===== src/rtl/store_buffer.sv =====
// Store buffer: circular FIFO of word-addressed stores drained to data memory,
// with full and load-RAW stalls. Define STORE_MERGE_EN to enable tail merging.
module store_buffer #(
  parameter int DEPTH = 4
) (
  input  logic                     clk,
  input  logic                     reset,
  input  logic                     st_valid,
  input  logic [31:0]              st_addr,
  input  logic [31:0]              st_wdata,
  input  logic [3:0]               st_byteen,
  input  logic                     ld_valid,
  input  logic [31:0]              ld_addr,
  output logic                     stall,
  output logic                     mem_req,
  output logic [31:0]              mem_addr,
  output logic [31:0]              mem_wdata,
  output logic [3:0]               mem_byteen,
  input  logic                     mem_ack,
  output logic [$clog2(DEPTH):0]   count,
  output logic                     empty
);
  localparam int PW = $clog2(DEPTH);
  localparam int CW = PW + 1;

  typedef struct packed {
    logic [29:0] waddr;
    logic [31:0] data;
    logic [3:0]  be;
  } entry_t;

  entry_t [DEPTH-1:0] ent_q, ent_d;
  logic   [DEPTH-1:0] vld_q, vld_d;
  logic   [PW-1:0]    rd_ptr_q, rd_ptr_d, wr_ptr_q, wr_ptr_d;
  logic   [CW-1:0]    count_q, count_d;
  logic   [DEPTH-1:0] raw_vec;
  logic               st_act, full, merge, push, pop;
  entry_t             head;
  logic               unused_bits;

  assign unused_bits = ^{st_addr[1:0], ld_addr[1:0]};

  assign st_act = st_valid && (st_byteen != 4'b0000);
  assign full   = (count_q == CW'(DEPTH));

`ifdef STORE_MERGE_EN
  logic [PW-1:0] tail_idx;
  assign tail_idx = wr_ptr_q - PW'(1);
  // count>=2 guarantees the tail is never the head under handshake
  assign merge = st_act && (count_q >= CW'(2)) && (ent_q[tail_idx].waddr == st_addr[31:2]);
`else
  assign merge = 1'b0;
`endif

  assign push = st_act && !full && !merge;
  assign pop  = (count_q != '0) && mem_ack;

  for (genvar i = 0; i < DEPTH; i++) begin : g_raw
    assign raw_vec[i] = vld_q[i] && (ent_q[i].waddr == ld_addr[31:2]);
  end

  // a same-cycle pop does not free a slot for the stalled store
  assign stall = (st_act && full && !merge) || (ld_valid && (|raw_vec));

  always_comb begin
    ent_d    = ent_q;
    vld_d    = vld_q;
    rd_ptr_d = rd_ptr_q;
    wr_ptr_d = wr_ptr_q;
    if (pop) begin
      vld_d[rd_ptr_q] = 1'b0;
      rd_ptr_d        = rd_ptr_q + PW'(1);
    end
    if (push) begin
      ent_d[wr_ptr_q] = '{waddr: st_addr[31:2], data: st_wdata, be: st_byteen};
      vld_d[wr_ptr_q] = 1'b1;
      wr_ptr_d        = wr_ptr_q + PW'(1);
    end
`ifdef STORE_MERGE_EN
    if (merge) begin
      for (int b = 0; b < 4; b++)
        if (st_byteen[b]) ent_d[tail_idx].data[8*b +: 8] = st_wdata[8*b +: 8];
      ent_d[tail_idx].be = ent_q[tail_idx].be | st_byteen;
    end
`endif
    count_d = count_q + CW'(push) - CW'(pop);
  end

  always_ff @(posedge clk) begin
    ent_q <= ent_d;
    if (reset) begin
      vld_q    <= '0;
      rd_ptr_q <= '0;
      wr_ptr_q <= '0;
      count_q  <= '0;
    end else begin
      vld_q    <= vld_d;
      rd_ptr_q <= rd_ptr_d;
      wr_ptr_q <= wr_ptr_d;
      count_q  <= count_d;
    end
  end

  assign head       = ent_q[rd_ptr_q];
  assign mem_req    = (count_q != '0);
  assign mem_addr   = mem_req ? {head.waddr, 2'b00} : 32'h0;
  assign mem_wdata  = mem_req ? head.data : 32'h0;
  assign mem_byteen = mem_req ? head.be : 4'h0;
  assign count      = count_q;
  assign empty      = (count_q == '0);
endmodule


===== config.mk =====
export PLATFORM = sky130hd
export DESIGN_NAME = store_buffer
export DESIGN_NICKNAME = d
export VERILOG_FILES = /design/src/rtl/store_buffer.sv
export SDC_FILE = /design/constraint.sdc
export NUM_CORES = 1
export LEC_CHECK = 0
export CAP_MARGIN = 10
export CORE_MARGIN = 5
export CORE_UTILIZATION = 59
export DETAILED_ROUTE_END_ITERATION = 8
export PLACE_DENSITY = 0.85
export SYNTH_ARGS = -nofsm -noshare
export SYNTH_HDL_FRONTEND = slang
export SYNTH_SLANG_ARGS = --single-unit

===== constraint.sdc =====
create_clock -name clk -period 9.83 [get_ports clk]
set_input_delay 1.966 -clock clk [delete_from_list [all_inputs] [get_ports clk]]
set_output_delay 1.966 -clock clk [all_outputs]
set_load 0.01 [all_outputs]

Word level (Yosys, flattened, before mapping)
Cells that the tools add are included.
- word-level logic and storage cells: 63
- register bits: 275
- input port bits: 105
- output and inout port bits: 74
- bitwise logic cells: 3
- eq/ne operators: 5
- reductions and logical operators: 17
- multiplexer cells: 14
- magnitude comparators: 4
- add/sub/neg operators: 4
- operators with widths (operator ; number):
    264-bit bitwise mux ; 1
    66-bit binary-select mux with 2-bit select ; 1
    66-bit demux with 2-bit select ; 1
    66-bit two-way mux ; 2
    30-bit equality test ; 4
    32-bit two-way mux ; 2
    4-bit two-way mux ; 3
    1-bit logical AND ; 11
    2-bit by 3-bit less-than comparator with 1-bit output (second input constant) ; 2
    2-bit by 1-bit adder with 2-bit output (second input constant) ; 2
    4-bit AND ; 1
    1-bit demux with 2-bit select ; 2
    2-bit by 1-bit greater-or-equal comparator with 1-bit output (second input constant) ; 2
    4-bit NOT ; 1
    4-bit bitwise OR ; 1
    4-bit nonzero test ; 1
    4-bit OR reduction ; 1
    3-bit by 1-bit adder with 3-bit output ; 1
    3-bit equality test (second input constant) ; 1
    3-bit logical NOT ; 1
    3-bit nonzero test ; 1
    3-bit by 1-bit subtractor with 3-bit output ; 1
    1-bit two-way mux ; 2
    1-bit logical NOT ; 1
    1-bit logical OR ; 1

Logic depth before layout (Yosys ltp)
Gate-level depths: netlist of run 1.
- depth in word-level cells: 9
- mapped depth: 10
- mapped depth without buffers: 10

Worst setup path before layout of run 1
OpenSTA, ideal clock, no wires.
- path type: in2out
- start: in ld_addr[16]
- end: out stall
- required time: 7864 ps
- arrival: 3014 ps
- path slack: 4850 ps
- cell stages on the path: 7
- path buffers: 1
- path through: clkbuf_1 xnor2_1 nand4_1 nor4_1 nand4_1 nand4_1 o2bb2ai_1
- cells in the longest elaborated chain, start to end: 5
- elaborated cells between the ends (all ways): 11
- classes of those cells: eq/ne: 4; reduce/logical: 7
- ends and longest elaborated chain (what ; line ; source):
    start: declaration ; 13 ; input logic [31:0] ld_addr,
    30-bit equality test ; 59 ; assign raw_vec[i] = vld_q[i] && (ent_q[i].waddr == ld_addr[31:2]);
    1-bit logical AND ; 59 ;
    4-bit OR reduction * ; 63 ; assign stall = (st_act && full && !merge) || (ld_valid && (|raw_vec));
    1-bit logical AND * ; 63 ;
    1-bit logical OR * ; 63 ;
    end: declaration ; 14 ; output logic stall,
Every way passes the cells marked *; elsewhere a longest branch is shown, timed or not.

Worst setup path in the final report of run 1
- start: in ld_addr[19]
- end: out stall
Same word-level chain as after synthesis.

==> flow_summary.toml, run 1 <==
[critical_path]
cpMaxStageDelayCell = "clkdlybuf4s50_1"
crit_fanout = 4
path_delay_family = "buffers and inverters"
critPathCaptureType = "output port"
worstPathCellList = "clkdlybuf4s50_1 -> xnor2_1 -> nand4_1 -> nor4_1 -> nand4_1 -> nand4_1 -> o2bb2ai_1 -> clkdlybuf4s50_1"
slowest_delay_ns = 0.56
crit_top_cell = "nand4_1"
cp.arrival_ns = 4.37
start_kind = "input port"
crit_buf_inv = 2
setup.worst_path.class = "in2out"
crit_required_ns = 7.86

[floorplanning]
dieArea_sq_mm = 0.02325
die_h_microns = 152.5
die_x_microns = 152.5
ios = 179
start_util_pct = 59.57
fp-row-count = 52
coreArea_sq_mm = 0.02010

[sta]
skew_ns = 0.009373
relSlewSlack_pct = 28.47
max_freq_mhz = 157.7
fin_crit_ns = 6.340
setup_viol = 0
fin_setup_tns_ns = 0
finalHoldViolations = 0
layout_setup_ws_ns = 3.490
worst_slew_pin_slew_ns = 1.073
period_share_pct = 64.50
slew_violations = 0
rsz0062_at_grt = "false"

[global_route]
grt_use_total_pct = 22.64
grt_max_degree = 70
grt_first_pass_wirelength_microns = 40810
grt-ovfl-total = 0
antenna_found_initial = 5
grt_pass1_vias = 7096

[job]
max_cap_viol_count = 0

[place]
preCtsSetupSlack_ns = 3.481
hpwlAfterDp_microns = 17080
portBuffers = 172
placed_cell_area_sq_mm = 0.01383
gp_congestion = 0.8927

[synthesis]
synth-compound-area-share_pct = 0.3970
synth-xor-area-share_pct = 9.069
syn-instance-count = 666
synthAdderAreaFrac_pct = 1.212
synth_mux_area_share_pct = 12.50
ys_ff_latch = 275
synthSimpleGateAreaFrac_pct = 6.551
syn_area_sq_mm = 0.01198
synth_area_per_cell_sq_um = 17.98
yosysUniqueCellTypes = 26
synth_seq_area_share_pct = 68.04
yosys_warnings = 0
synth_top_family_by_area = "multiplexers"

[status]
status = "finished, final reports clean"

[detailed_routing]
drt-wirelength-per-cell_microns = 23.70
drt_wl_total_microns = 26610
final_antenna_net_count = 0
drc_errors = 0
drtIter0Drc = 430
drt_first_pass_iters = 5
vias = 6527
via_per_inst = 5.812

[clock_tree]
path_clk_slew_ns = 0.06
clk_latency_ns = 0.53
h-tree-depth = 1
postCtsSetupBuffers = 0
cts_tree = "yes"
cts_root_buf = "clkbuf_16"
cts_made_buffers = 28
cts_buffer_depth = 3
cts.hold.buffers_added = 0
clock-sinks = 275
cts-resized-gates = 0

[finish]
mostFrequentLayoutCells = "edfxtp_1, clkdlybuf4s50_1, xnor2_1"
drive_gt1_share_pct = 13.51
areaGrowthSynthToFinish_pct = 23.34
finish.utilization_pct = 73.47
finish.instance_area_sq_mm = 0.01477
nNetsFinal = 946
layout_commonest_cell = "edfxtp_1"

[pwr]
power.switching_mw = 1.009
switching_share_pct = 27.28
p_int_mw = 2.689
p_comb_share_pct = 29.9
clockPowerShare_pct = 28.8
vdd_drop_max_v = 0.0002216
pwr_density_cell_mw_per_mm2 = 250.3
leakage_nw = 4.700
power.share.sequential_pct = 41.3

[worst_hold_path]
hold_path_class = "reg2reg"
## power groups by stage
stage | registers, mW | clock network [mW] | logic [mW]
2_1_floorplan | 1.49 | 0 | 0.677
3_3_place_gp | 1.54 | 0 | 1.10
3_5_place_dp | 1.55 | 0 | 1.12
4_1_cts | 1.53 | 1.08 | 1.13
5_1_grt | 1.54 | 1.13 | 1.18
6_report | 1.53 | 1.07 | 1.11
## Yosys cell counts, drive strengths merged
cell type,number,share of area (%)
edfxtp,264,66
xnor2,80,5.9
and2,71,3.7
mux4,66,12
xor2,44,3.2
nand4,25,1.3
clkbuf,22,0.69
buf,18,1.2
nor4,16,0.84
dfxtp,11,1.8
nor2,11,0.34
ha,10,1.0
inv,9,0.28
a21oi,6,0.25
nand2,5,0.16
nor2b,2,0.10
conb,1,0.031
fa,1,0.17
mux2i,1,0.084
o2bb2ai,1,0.073
o41ai,1,0.073
or3,1,0.094
## tightest hold or removal path, cell delays in order, from the launching register on
cell and delay (ns):
dfxtp_1 0.35, a21oi_1 0.07, nor2_1 0.07
## state kept, by name, summed over array words and instances, names as in the netlist
signal / cells
wr_ptr_q: 2
ent_q: 264
count: 3
vld_q: 4
rd_ptr_q: 2
## cell type report
cell class | instances | area (sq um)
antenna | 2 | 5.005
clock buffer | 33 | 740.7
clock inverter | 18 | 191.4
fill | 1187 | 5334
inverter | 9 | 33.78
multi-input combinational | 343 | 3577
sequential | 275 | 8155
tap | 270 | 337.8
timing repair buffer | 173 | 1729
## per-layer routing
| metal | global-route usage, % | vias up | share of wire, % |
|---|---|---|---|
| li1 | - | 2884 | - |
| met1 | 28.52 | 3328 | 38 |
| met2 | 37.70 | 246 | 50 |
| met3 | 6.561 | 63 | 8.3 |
| met4 | 8.613 | 6 | 3.8 |
| met5 | 0 | - | 0.15 |
## kinds of logic after synthesis
family / Yosys count
compound gates: 8
xor+xnor: 124
fa+ha+maj: 11
buf+inv: 49
flops: 275
mux: 67
other cells: 1
simple gates: 131
## worst paths after layout
kind / startpoint / slack [ns] / end / cells after the start
setup / recovery: ld_addr[19] / 3.49 / stall / 8
hold / removal: vld_q[1] / 0.53 / vld_q[1] / 2
setup reg to reg: count[2] / 6.96 / count[2] / 9
hold reg to reg: vld_q[1] / 0.53 / vld_q[1] / 2
## through the flow
| step | power (mW) | hold WS (ns) | instances |
|---|---|---|---|
| 2_1_floorplan | 2.167 | 0.4560 | 667 |
| 5_1_grt | 3.859 | 0.5687 | 1123 |
| 3_3_place_gp | 2.645 | 0.4673 | 1070 |
| 6_report | 3.698 | 0.5261 | 1123 |
| 3_5_place_dp | 2.670 | 0.5062 | 1070 |
| 4_1_cts | 3.740 | 0.5227 | 1121 |
Note: power is estimated with default switching activity, not from simulation.
==> run 2, diff against run 1 <==
--- a/config.mk
+++ b/config.mk
@@ -7,9 +7,9 @@
 export LEC_CHECK = 0
 export CAP_MARGIN = 10
 export CORE_MARGIN = 5
-export CORE_UTILIZATION = 59
+export CORE_UTILIZATION = 49
 export DETAILED_ROUTE_END_ITERATION = 8
-export PLACE_DENSITY = 0.85
+export PLACE_DENSITY = 0.75
 export SYNTH_ARGS = -nofsm -noshare
 export SYNTH_HDL_FRONTEND = slang
 export SYNTH_SLANG_ARGS = --single-unit
==> constraint.sdc (replaced) <==
create_clock -name clk -period 5.52 [get_ports clk]
set_input_delay 1.104 -clock clk [delete_from_list [all_inputs] [get_ports clk]]
set_output_delay 1.104 -clock clk [all_outputs]
set_load 0.01 [all_outputs]
==> run 2 against run 1 <==
Count of clock-buffer cells in the layout unchanged. Routed wire length up 3.3%. Hold slack gained 0.0021 ns. Register-to-register slack got worse by 4.4 ns. Sequential share of layout area fell by 0.28 points.
==> flow_summary.toml, run 2 (same netlist as run 1, synthesis figures left out) <==
[place]
portBuffers = 172
gp_congestion = 0.8531
hpwlAfterDp_microns = 17910
placed_cell_area_sq_mm = 0.01391
preCtsSetupSlack_ns = 0.7909

[global_route]
busiest_layer = "met2"
grt.met1_usage_pct = 25.78
grt_first_pass_wirelength_microns = 41940
grt_pass1_vias = 7145
antenna_found_initial = 4
grt_max_degree = 70
grt-ovfl-total = 0
grt_use_total_pct = 19.58
use_met2_pct = 32.87
grtUsageMet3_pct = 4.618

[finish]
areaGrowthSynthToFinish_pct = 23.98
regArea_sq_mm = 0.008155
layout_commonest_cell = "edfxtp_1"
multiInputGateArea_sq_mm = 0.003577
nNetsFinal = 947
largest_register_ffs = 264
drive_gt1_share_pct = 13.72
fillers = 1763
finish.instance_area_sq_mm = 0.01485
top_register = "ent_q"
finish.utilization_pct = 61.41
mostFrequentLayoutCells = "edfxtp_1, clkdlybuf4s50_1, xnor2_1"

[floorplanning]
die_h_microns = 166.3
start_util_pct = 49.53
die_x_microns = 166.3
ios = 179
fp-row-count = 57
coreArea_sq_mm = 0.02418
dieArea_sq_mm = 0.02767

[clock_tree]
cts_tree = "yes"
h-tree-depth = 1
cts_root_buf = "clkbuf_16"
cts.hold.buffers_added = 0
clock-sinks = 275
cts_made_buffers = 28
postCtsSetupBuffers = 0
cts_buffer_depth = 3
cts-resized-gates = 0
path_clk_slew_ns = 0.06
clk_latency_ns = 0.54

[critical_path]
reg2reg_from = "count[2]"
worst_setup_path_endpoint = "stall"
setup.worst_path.class = "in2out"
cpMaxStageDelayCell = "clkdlybuf4s50_1"
worstPathCellList = "clkdlybuf4s50_1 -> xnor2_1 -> nand4_1 -> nor4_1 -> nand4_1 -> nand4_1 -> o2bb2ai_1 -> clkdlybuf4s50_1"
crit_top_cell = "nand4_1"
crit_path_start = "ld_addr[2]"
start_kind = "input port"
crit_required_ns = 4.42
crit_fanout = 4
rr_endpoint = "count[2]"
slowest_delay_ns = 0.55
cp.arrival_ns = 3.73
r2r_setup_slack_ns = 2.59
critPathCaptureType = "output port"
r2r_cells = 9

[detailed_routing]
drt_first_pass_iters = 5
via_per_inst = 5.534
final_antenna_net_count = 0
drt-wirelength-per-cell_microns = 23.31
drt_wl_total_microns = 27480
drc_errors = 0
vias = 6525
drtIter0Drc = 432

[sta]
layout_setup_ws_ns = 0.6903
relSlewSlack_pct = 25.39
setup_viol = 0
period_share_pct = 87.50
rsz0062_at_grt = "false"
fin_crit_ns = 4.830
fin_setup_tns_ns = 0
finalHoldViolations = 0
slew_violations = 0
worst_slew_pin_slew_ns = 1.119
skew_ns = 0.01448
max_freq_mhz = 207.1

[worst_hold_path]
hold_path_class = "reg2reg"

[pwr]
leakage_nw = 4.709
vdd_drop_max_v = 0.0003035
pwr_density_cell_mw_per_mm2 = 444.5

[job]
max_cap_viol_count = 0

[status]
status = "finished, final reports clean"
run 2: cell types whose count changed in the layout (fill, tap and decap cells not counted), sizes merged:
cell / change
clkinv: +1
buf: +1
run 2: per-layer routing:
layer | routed length [microns] | part of all wire [%]
met2 | 13520 | 49
met1 | 11120 | 40
met4 | 793 | 2.9
met5 | 13 | 0.047
met3 | 2037 | 7.4
run 2: metrics by stage:
step,power [mW],hold slack (ns),std cells
after global placement,4.740,0.4684,1125
final,6.600,0.5282,1179
after CTS,6.696,0.5230,1177
after detailed placement,4.781,0.5052,1125
after global routing,6.910,0.5377,1179
after floorplan,3.859,0.4560,667
run 2: final cells by class:
cell class | instances | area share (%)
well taps | 324 | 2.730
diodes | 2 | 0.03371
clock buffers | 33 | 4.989
inverters | 9 | 0.2275
flip-flops and latches | 275 | 54.93
clock inverters | 19 | 1.298
repair buffers | 174 | 11.70
multi-input cells | 343 | 24.09
run 2: how the worst min path moves through the flow:
| stage | start | endpoint | slack, ns | depth (start not counted) |
|---|---|---|---|---|
| 2_1_floorplan | vld_q[0] | vld_q[0] | 0.46 | 2 |
| 3_3_place_gp | vld_q[1] | vld_q[1] | 0.47 | 2 |
| 3_5_place_dp | vld_q[0] | vld_q[0] | 0.51 | 2 |
| 4_1_cts | vld_q[0] | vld_q[0] | 0.52 | 2 |
| 5_1_grt | vld_q[1] | vld_q[1] | 0.54 | 2 |
| 6_report | vld_q[1] | vld_q[1] | 0.53 | 2 |
run 2: worst max-delay path, delay by kind of cell:
kind                      cells  cell delay (ns)
buffers and inverters         2             1.09
and+or+nand+nor               4             0.95
AOI/OAI and AO/OA             1             0.14
xor gates and xnor gates      1             0.44
run 2: report_power, final:
part / leakage, nW / total, mW / switching, mW / internal, mW
combinational: 1.75 / 1.96 / 0.849 / 1.11
clock: 0.456 / 1.90 / 0.759 / 1.14
sequential: 2.51 / 2.74 / 0.199 / 2.54
total: 4.71 / 6.60 / 1.81 / 4.79
==> run 3, diff against run 2 <==
--- a/config.mk
+++ b/config.mk
@@ -6,8 +6,10 @@
 export NUM_CORES = 1
 export LEC_CHECK = 0
 export CAP_MARGIN = 10
+export CORE_ASPECT_RATIO = 1.4
 export CORE_MARGIN = 5
 export CORE_UTILIZATION = 49
+export CTS_CLUSTER_DIAMETER = 30
 export DETAILED_ROUTE_END_ITERATION = 8
 export PLACE_DENSITY = 0.75
 export SYNTH_ARGS = -nofsm -noshare
==> run 3 against run 2 <==
Non-clock buffer count unchanged. Sequential share of layout area down 1.7 points. Combinational power about the same. Sequential power about the same. Largest power group unchanged.
==> flow_summary.toml, run 3 (same netlist as run 1, synthesis figures left out) <==
[place]
portBuffers = 172
placed_cell_area_sq_mm = 0.01390
gp_congestion = 0.8711
hpwlAfterDp_microns = 17920

[sta]
worst_slew_pin_slew_ns = 1.106
setup_viol = 0
relSlewSlack_pct = 26.28
fin_setup_tns_ns = 0
max_freq_mhz = 208.2
fin_crit_ns = 4.802
skew_ns = 0.02086
slew_violations = 0
finalHoldViolations = 0
rsz0062_at_grt = "false"
period_share_pct = 86.99

[job]
max_cap_viol_count = 0

[detailed_routing]
via_per_inst = 5.546
drt_wl_total_microns = 27960
final_antenna_net_count = 0
drt_first_pass_iters = 7
drtIter0Drc = 432
drc_errors = 0
vias = 6577
drt-wirelength-per-cell_microns = 23.58

[clock_tree]
clk_latency_ns = 0.52
cts_made_buffers = 41
cts-resized-gates = 0
h-tree-depth = 2
cts_tree = "yes"
cts_buffer_depth = 3
clock-sinks = 275
cts_root_buf = "clkbuf_16"
postCtsSetupBuffers = 0
cts.hold.buffers_added = 0
path_clk_slew_ns = 0.06

[pwr]
clockPowerShare_pct = 35.5
leakage_nw = 4.937
p_comb_share_pct = 27.2
power.switching_mw = 2.053
vdd_drop_max_v = 0.0003204
p_int_mw = 5.260
pwr_density_cell_mw_per_mm2 = 477.7
power_mw = 7.313
power.share.sequential_pct = 37.3
switching_share_pct = 28.07

[finish]
nNetsFinal = 960
fillers = 1667
finish.utilization_pct = 63.62
areaGrowthSynthToFinish_pct = 27.82
finish.instance_area_sq_mm = 0.01531
layout_commonest_cell = "edfxtp_1"
drive_gt1_share_pct = 16.89
multiInputGateArea_sq_mm = 0.003577
regArea_sq_mm = 0.008155
mostFrequentLayoutCells = "edfxtp_1, clkdlybuf4s50_1, xnor2_1"
largest_register_ffs = 264
antenna_cells = 0
top_register = "ent_q"

[global_route]
grt_use_total_pct = 20.29
antenna_found_initial = 4
grt_max_degree = 70
grt_first_pass_wirelength_microns = 42520
grt_pass1_vias = 7133
grt-ovfl-total = 0

[critical_path]
worstPathCellList = "clkdlybuf4s50_1 -> xnor2_1 -> nand4_1 -> nor4_1 -> nand4_1 -> nand4_1 -> o2bb2ai_1 -> clkdlybuf4s50_1"
crit_top_cell = "nand4_1"
setup.worst_path.class = "in2out"
slowest_delay_ns = 0.56
crit_required_ns = 4.42
start_kind = "input port"
crit_fanout = 4
cp.arrival_ns = 3.70
crit_buf_inv = 2
cpMaxStageDelayCell = "clkdlybuf4s50_1"
critPathCaptureType = "output port"
path_delay_family = "buffers and inverters"

[worst_hold_path]
hold_path_class = "reg2reg"

[floorplanning]
coreArea_sq_mm = 0.02406
die_h_microns = 195.0
start_util_pct = 49.77
dieArea_sq_mm = 0.02771
die_x_microns = 142.1
ios = 179
fp-row-count = 67

[status]
status = "finished, final reports clean"
## run 3: cell types whose count changed in the layout (fill, tap and decap cells not counted)
cell        delta
clkbuf_16     +14
inv_6         +14
clkinv_1       -5
clkinv_2       -4
clkinv_4       +4
clkbuf_1       -3
clkinvlp_4     +2
diode_2        -2
buf_12         +1
buf_4          -1
bufinv_16      -1
clkinv_8       +1
inv_8          +1
## run 3: per-stage QoR
step | hold slack (ns) | instances | setup WS, ns
2_1_floorplan | 0.4560 | 667 | 1.921
3_3_place_gp | 0.4693 | 1111 | 0.8134
3_5_place_dp | 0.4863 | 1111 | 0.7578
4_1_cts | 0.5007 | 1186 | 0.7260
5_1_grt | 0.5505 | 1186 | 0.7126
6_report | 0.5007 | 1186 | 0.7180
## run 3: power groups by stage
stage | Sequential (mW) | Combinational (mW) | Clock (mW)
after global placement | 2.76 | 1.99 | 0
after global routing | 2.76 | 2.13 | 2.73
after detailed placement | 2.78 | 2.01 | 0
after floorplan | 2.65 | 1.21 | 0
final | 2.73 | 1.99 | 2.59
after CTS | 2.74 | 2.03 | 2.63
## run 3: final cells by class
cell class | instances | area share, %
sequential | 275 | 53.28
multi-input combinational | 343 | 23.37
timing repair buffer | 174 | 11.43
clock buffer | 44 | 7.054
tap | 310 | 2.534
clock inverter | 31 | 2.117
inverter | 9 | 0.2207
## run 3: worst min-delay path, stage by stage, from the launching register on
cell and delay [ns]:
dfxtp_1 0.33, a21oi_1 0.07, nor2_1 0.07
## run 3: path summary, 6_finish.rpt
kind / slack (ns) / to / startpoint / cells after the start
hold / removal: 0.50 / vld_q[1] / vld_q[1] / 2
setup / recovery: 0.72 / stall / ld_addr[27] / 8
setup reg to reg: 2.53 / count[2] / count[2] / 9
hold reg to reg: 0.50 / vld_q[1] / vld_q[1] / 2
## run 3: metal layers
layer / track usage (%) / vias to the layer above / part of all wire (%)
li1: - / 2927 / -
met5: 0 / - / 0.19
met2: 35.25 / 268 / 53
met4: 7.148 / 8 / 3.6
met3: 5.212 / 76 / 7.6
met1: 24.39 / 3298 / 36
